$ cat src/rtl/rif_pkg.sv
// Shared types for the register-interface arbiter. The payload struct is sized by
// the RIF_* widths below; the arbiter's width parameters default to the same values.
package rif_pkg;

    localparam int RIF_ADDR_W = 12;
    localparam int RIF_DATA_W = 32;
    localparam int RIF_STRB_W = RIF_DATA_W / 8;

    typedef enum logic [1:0] {
        IDLE  = 2'd0,
        ISSUE = 2'd1,
        RESP  = 2'd2
    } rif_arb_state_e;

    typedef struct packed {
        logic [RIF_ADDR_W-1:0] addr;
        logic                  wr;
        logic [RIF_STRB_W-1:0] wstrb;
        logic [RIF_DATA_W-1:0] wdata;
    } rif_req_t;

    function automatic int idx_width(input int n);
        return (n <= 2) ? 1 : $clog2(n);
    endfunction

endpackage

$ cat src/rtl/rr_arbiter.sv
// Combinational round-robin pick: lowest pending index at or above ptr, wrapping,
// found by searching a doubled request vector with the bits below ptr masked off.
module rr_arbiter
    import rif_pkg::*;
#(
    parameter  int NUM_REQ = 2,
    localparam int IDX_W   = idx_width(NUM_REQ)
) (
    input  logic [NUM_REQ-1:0] pend,
    input  logic [IDX_W-1:0]   ptr,
    output logic [NUM_REQ-1:0] gnt,
    output logic [IDX_W-1:0]   idx,
    output logic               any_valid
);

    logic [2*NUM_REQ-1:0] dbl;
    logic [2*NUM_REQ-1:0] masked;

    always_comb begin
        gnt       = '0;
        idx       = '0;
        any_valid = 1'b0;
        dbl       = {pend, pend};
        masked    = '0;
        for (int k = 0; k < 2*NUM_REQ; k++) begin
            masked[k] = dbl[k] & (k >= int'(ptr));
        end
        // Walk downward so the lowest set bit is the last one written.
        for (int k = 2*NUM_REQ-1; k >= 0; k--) begin
            if (masked[k]) begin
                idx       = IDX_W'(k % NUM_REQ);
                any_valid = 1'b1;
            end
        end
        if (any_valid) gnt[idx] = 1'b1;
    end

endmodule

$ cat src/rtl/rif_arbiter.sv
// Shares one RIF target between NUM_REQ requesters: round-robin pick, one-cycle
// RIF strobe, then a registered response to the winner on the following cycle.
module rif_arbiter
    import rif_pkg::*;
#(
    parameter  int NUM_REQ    = 2,
    parameter  int ADDR_WIDTH = RIF_ADDR_W,
    parameter  int DATA_WIDTH = RIF_DATA_W,
    parameter  int BYTE_COUNT = DATA_WIDTH / 8,
    localparam int IDX_W      = idx_width(NUM_REQ)
) (
    input  logic                             HCLK,
    input  logic                             HRESET,
    input  logic [NUM_REQ*ADDR_WIDTH-1:0]    req_addr,
    input  logic [NUM_REQ-1:0]               req_wr,
    input  logic [NUM_REQ-1:0]               req_rd,
    input  logic [NUM_REQ*BYTE_COUNT-1:0]    req_wstrb,
    input  logic [NUM_REQ*DATA_WIDTH-1:0]    req_wdata,
    output logic [NUM_REQ-1:0]               req_gnt,
    output logic [NUM_REQ-1:0]               rsp_valid,
    output logic                             rsp_err,
    output logic [DATA_WIDTH-1:0]            rsp_rdata,
    output logic [ADDR_WIDTH-1:0]            rif_addr,
    output logic                             rif_wr_req,
    output logic                             rif_rd_req,
    output logic [BYTE_COUNT-1:0]            rif_wstrb,
    output logic [DATA_WIDTH-1:0]            rif_wdata,
    input  logic                             rif_addr_valid,
    input  logic [DATA_WIDTH-1:0]            rif_rdata,
    output logic [1:0]                       dbg_state
);

    // Handshake: a requester raises req_wr/req_rd with its payload and holds it until
    // the cycle req_gnt[i] is high; that cycle is the RIF access, and rsp_valid[i]
    // pulses exactly one cycle later. The requester must drop the request after gnt.

    rif_arb_state_e   state;
    rif_req_t         req_q;
    rif_req_t         win_req;
    logic [IDX_W-1:0] ptr;
    logic [IDX_W-1:0] idx_q;
    logic [NUM_REQ-1:0] pend;
    logic [NUM_REQ-1:0] win_gnt;
    logic [IDX_W-1:0]   win_idx;
    logic               win_any;

    assign pend = req_wr | req_rd;

    rr_arbiter #(.NUM_REQ(NUM_REQ)) u_rr (
        .pend      (pend),
        .ptr       (ptr),
        .gnt       (win_gnt),
        .idx       (win_idx),
        .any_valid (win_any)
    );

    always_comb begin
        win_req.addr  = req_addr[win_idx*ADDR_WIDTH +: ADDR_WIDTH];
        win_req.wr    = req_wr[win_idx];
        win_req.wstrb = req_wstrb[win_idx*BYTE_COUNT +: BYTE_COUNT];
        win_req.wdata = req_wdata[win_idx*DATA_WIDTH +: DATA_WIDTH];
    end

    // RIF side is decoded from state and the payload register only, never from req_*.
    assign rif_addr   = req_q.addr;
    assign rif_wdata  = req_q.wdata;
    assign rif_wr_req = (state == ISSUE) &  req_q.wr;
    assign rif_rd_req = (state == ISSUE) & ~req_q.wr;
    assign rif_wstrb  = rif_wr_req ? req_q.wstrb : '0;
    assign dbg_state  = state;

    always_ff @(posedge HCLK or posedge HRESET) begin
        if (HRESET) begin
            state     <= IDLE;
            ptr       <= '0;
            idx_q     <= '0;
            req_q     <= '0;
            req_gnt   <= '0;
            rsp_valid <= '0;
            rsp_err   <= 1'b0;
            rsp_rdata <= '0;
        end else begin
            req_gnt   <= '0;
            rsp_valid <= '0;
            rsp_err   <= 1'b0;
            rsp_rdata <= '0;
            case (state)
                IDLE, RESP: begin
                    if (win_any) begin
                        state   <= ISSUE;
                        req_q   <= win_req;
                        idx_q   <= win_idx;
                        req_gnt <= win_gnt;
                    end else begin
                        state <= IDLE;
                    end
                end
                ISSUE: begin
                    state     <= RESP;
                    rsp_valid <= req_gnt;
                    rsp_err   <= ~rif_addr_valid;
                    rsp_rdata <= (!req_q.wr && rif_addr_valid) ? rif_rdata : '0;
                    ptr       <= (idx_q == IDX_W'(NUM_REQ-1)) ? '0 : idx_q + 1'b1;
                end
                default: state <= IDLE;
            endcase
        end
    end

endmodule

$ cat config.mk
export PLATFORM = sky130hd
export DESIGN_NAME = rif_arbiter
export DESIGN_NICKNAME = d
export VERILOG_FILES = /design/src/rtl/rif_pkg.sv /design/src/rtl/rr_arbiter.sv /design/src/rtl/rif_arbiter.sv
export SDC_FILE = /design/constraint.sdc
export NUM_CORES = 1
export LEC_CHECK = 0
export ABC_AREA = 1
export BUFFER_PORTS_ARGS = -buffer_cell sky130_fd_sc_hd__clkbuf_2
export CORE_MARGIN = 5
export CORE_UTILIZATION = 35
export CTS_CLUSTER_DIAMETER = 120
export CTS_CLUSTER_SIZE = 28
export DETAILED_ROUTE_END_ITERATION = 10
export GPL_TIMING_DRIVEN = 0
export PLACE_DENSITY_LB_ADDON = 0.05
export RECOVER_POWER = 25
export SLEW_MARGIN = 20
export SYNTH_ARGS = -nofsm -noshare
export SYNTH_HDL_FRONTEND = slang
export SYNTH_HIERARCHICAL = 1
export SYNTH_SLANG_ARGS = --single-unit
$ cat constraint.sdc
create_clock -name HCLK -period 2.75 [get_ports HCLK]
set_input_delay 0.1375 -clock HCLK [delete_from_list [all_inputs] [get_ports HCLK]]
set_output_delay 0.1375 -clock HCLK [all_outputs]
set_load 0.02 [all_outputs]
# Word-level counts from Yosys, hierarchy flattened
# Cells that the tools add are included.
[totals] reg_bits=90 input_bits=135 out_inout_bits=89 wordCells=52
[classes] n_addsub=1 mul=1 order_cmp=3 n_eq_ne=2 shift=3 n_mux=19 bitwise_logic=6 reduce_logical=6
[ops] operator="2-to-1 mux 32 bit" count=2
[ops] operator="variable part select 64 x 7 -> 32 bit" count=1
[ops] operator="variable part select 24 x 6 -> 12 bit" count=1
[ops] operator="2-to-1 mux 1 bit" count=11
[ops] operator="variable part select 8 x 4 -> 4 bit" count=1
[ops] operator="2-to-1 mux 2 bit" count=3
[ops] operator="2-to-1 mux 4 bit" count=1
[ops] operator="case mux 2 bit (2 select lines)" count=1
[ops] operator="AND 1 bit" count=3
[ops] operator="multiplier 1 x 2 -> 3 bit, second input constant" count=1
[ops] operator="== test 2 x 1 -> 1 bit, second input constant" count=1
[ops] operator="== test 2 bit, second input constant" count=1
[ops] operator="logical AND 1 bit" count=2
[ops] operator="zero test 2 bit" count=1
[ops] operator="less-than comparator 1 x 2 -> 1 bit, second input constant" count=1
[ops] operator="inverter 1 bit" count=2
[ops] operator="bitwise OR 2 bit" count=1
[ops] operator="AND reduction 2 bit" count=1
[ops] operator="OR reduction 2 bit" count=1
[ops] operator="adder 1 bit, second input constant" count=1
[ops] operator="demux 1 bit (select 1 bit)" count=1
[ops] operator=">= comparator 1 bit, first input constant" count=1
[ops] operator=">= comparator 1 bit, second input constant" count=1
[ops] operator="zero test 1 bit" count=1

# Longest topological paths before layout
[logic_depth] depth_word=9 mapped_depth=10 ltp_nobuf=8

# Modules after synthesis
# Netlist, hierarchy kept.
[by_module_without_submodules] mod="rif_arbiter" n_inst=1 cells_each=555 area_per_inst_um2=4272.8 seq_area_each_um2=2252.2
[by_module_without_submodules] mod="rr_arbiter" n_inst=1 cells_each=7 area_per_inst_um2=30.0 seq_area_each_um2=0.0

# Least setup slack after synthesis
# OpenSTA, ideal clock, no wires.
[synth_path] path_type="register to output" start="register state[0] (netlist: dbg_state[0])" end="output rif_wstrb[0]" arrival_time_ns=1.169 required_time_ns=2.612 path_slack_ns=1.444 path_stages_with_launch=5 path_buffers=0 cell_sequence="dfrtp_1 -> nand2_2 -> clkinv_2 -> nand2_1 -> nor2_1"
[synth_between] elab_chain_cells=3
[synth_rtl] element="start, declared" line="rif_arbiter.sv:37" text="rif_arb_state_e state;"
[synth_rtl] element="start signal, assigned" line="rif_arbiter.sv:74" text="state <= IDLE;"
[synth_rtl] element="start signal, assigned" line="rif_arbiter.sv:90" text="state <= ISSUE;"
[synth_rtl] element="start signal, assigned" line="rif_arbiter.sv:95" text="state <= IDLE;"
[synth_rtl] element="== test 2 x 1 -> 1 bit" line="rif_arbiter.sv:67" text="assign rif_wr_req = (state == ISSUE) & req_q.wr;"
[synth_rtl] element="AND 1 bit" line="rif_arbiter.sv:67"
[synth_rtl] element="2-to-1 mux 4 bit" line="rif_arbiter.sv:69" text="assign rif_wstrb = rif_wr_req ? req_q.wstrb : '0;"
[synth_rtl] element="end, declared" line="rif_arbiter.sv:26" text="output logic [BYTE_COUNT-1:0] rif_wstrb,"
# No other way between the ends.

==> out/metrics.cfg <==
[route]
drtPass1Iterations=6
drt_iter0_markers=206
wl_per_cell_um=12.42
post-route-drc-count=0
routed_wl_um=12180
via_per_inst=4.226
ant_nets=0
num_vias=4146

[clock_tree]
cts_root_buffer=clkbuf_16
cts.sink_count=90
clkTransAtPathRegs_ps=60
clk_latency_ps=340
cts_htree_levels=3
clk_path_buf_depth=2
postCtsSetupRepairBufs=0
numCtsBuffers=9
cts_tree=yes

[final_layout]
fin_nets=965
drive_gt1_frac=0.3537
seqCellArea_um2=2252
syn_to_final_growth_pct=44.14
multi_input_area_um2=1455
fin_util=0.5164
num-fill-cells=1214
antenna_cells=0

[sta]
tightestPinTransition_ps=1673
rsz0062_at_grt=false
finalHoldViolCount=0
setup_violations=0
hold_slack_ps=18.67
fin_crit_ps=1831
skew_ps=5.123
timing.slew.headroom=-0.1168
max_freq_ghz=0.5461
maxSlewViolCount=41
fin_crit_sh=0.6659

[floorplanning]
start_util=0.3582
dieWidth_um=120.9
die_area_um2=14610
rows=40
die_y_um=120.9
core_area_um2=12010
ios=224

[synthesis]
syn-num-nets=697
yosys-top-cells-count=nand2_1 (333), dfrtp_1 (90), buf_4 (44)
ys_seq_area_frac=0.5234
ys.flop_type=dfrtp_1
synth.distinct_cells=14
ys_seq_elements=90
synth_cells=562
yosysTopAreaCell=dfrtp_1
syn-cell-area_um2=4303
synth_edf_count=0
async_reset_ff_frac=1.000
syn_area_per_cell_um2=7.656
yosysTopAreaCellShare=0.5234
yosys-top-cells-area=dfrtp_1 (52%), nand2_1 (29%), buf_4 (7.7%), nor2_1 (3.7%), buf_6 (2.6%)
yosysMostFrequentCell=nand2_1
yosysWarnings=6

[setup_path]
cp_max_fo=41
path_cells=dlygate4sd3_1, clkbuf_2, inv_1
worstPathRequired_ps=2890
crit_slowest_cell=inv_1
r2r_slack_ps=1410
start_kind=input pin
cp_data_arrival_time_ps=1970
critPathTopFamily=buffers and inverters
crit_path_end_kind=asynchronous set/reset pin
critPathBufInv=3
criticalPathCategory=input pin to asynchronous set/reset pin
slowest_delay_ps=1170

[run]
maxCapViolations=1

[place]
routabilityCongestion=0.7854
io_buffers=223
dp_hpwl_um=9360

[power]
max-vdd-ir-drop_mv=0.3073
power.density_nw_per_um2=881.7
power.total_mw=5.468
p_leak_nw=3.751

[global_routing]
grt_pass1_vias=4187
grt_pass1_wl_um=19770
grt_max_degree=51
grtUsageTotal=0.1685
grt_overflow=0
antenna_found_initial=0

[run_status]
violations=capacitance limit, slew limit
outcome=finished, violations left

[worst_hold_path]
hold_path_class=input pin to register

sequential cells by signal (all words and copies together) (netlist names):
signal	cells
idx_q	1
rsp_rdata	32
req_q	5
dbg_state	2
ptr	1
rif_wdata	32
req_gnt	2
rsp_valid	2
rif_addr	12
rsp_err	1
timing repair:
item,4_1_cts,5_1_grt
endpoints found under the hold margin,72,0
hold buffers,33,0
setup endpoints to repair,0,0
resized for setup,0,0
area by class of cell:
class	count	area share
Clock buffer	10	0.03692
Clock inverter	5	0.006657
Sequential cell	90	0.3631
Inverter	17	0.01049
Tap cell	147	0.02965
Buffer	71	0.08513
Multi-Input combinational cell	384	0.2346
Timing Repair Buffer	257	0.2334
cell families after synthesis:
group | count (synthesis) | synth area share
simple gates | 379 | 0.3329
compound gates | 5 | 0.005812
buf+inv | 88 | 0.1378
flops | 90 | 0.5234
where the power goes:
part	leakage (nW)	switching [mW]	internal, mW
clock	0.125	0.526	0.614
sequential	1.16	0.192	1.69
combinational	2.46	1.43	1.01
total	3.75	2.15	3.32
metal layers:
layer  wire length, um  global-route usage
met1              5388              0.2149
met2              5805              0.2810
met3               795             0.03543
met4               193             0.06303
met5                 0                   0
cell usage in the layout (no fill, tap or decap):
cell,Yosys,layout
nand2_1,333,334
clkbuf_2,0,202
dfrtp_1,90,90
buf_4,44,44
nor2_1,42,42
dlygate4sd3_1,0,33
clkbuf_1,0,22
buf_2,17,17
inv_1,13,13
buf_6,10,10
clkbuf_16,0,9
inv_2,3,3
a21oi_1,3,3
or2_2,2,2
clkinvlp_4,0,2
clkinv_4,0,2
nand2_2,2,1
clkinv_2,1,1
o21ai_1,1,1
o21ai_0,1,1
inv_6,0,1
buf_16,0,1
worst paths after layout:
check | from | end | cells after the start
setup / recovery | HRESET | req_q[36] | 3
hold / removal | rif_rdata[10] | rsp_rdata[10] | 3
setup reg to reg | ptr | rif_wdata[3] | 9
hold reg to reg | rif_wdata[6] | rif_wdata[6] | 2
max in group HCLK | dbg_state[0] | rif_wstrb[2] | 5
min in group asynchronous | HRESET | rif_wdata[15] | 3
through the flow:
| step | setup TNS (ps) | worst slack [ps] | instance area [um2] | cells |
|---|---|---|---|---|
| global route | 0 | 513.3 | 6202 | 981 |
| finish | 0 | 918.7 | 6202 | 981 |
| global placement | -75720 | -847.3 | 5603 | 932 |
| detailed placement | 0 | 1212 | 5635 | 933 |
| CTS | 0 | 990.4 | 6236 | 981 |
| floorplan | 0 | 277.2 | 4303 | 562 |
worst reg2reg max path, stage by stage, from the launching register on:
cell,delay (ps)
dfrtp_1,370
inv_1,60
a21oi_1,110
buf_2,180
inv_2,70
buf_2,190
nand2_1,90
nand2_1,60
nand2_1,60
nand2_1,50
Power figures use the tool's default switching activity.
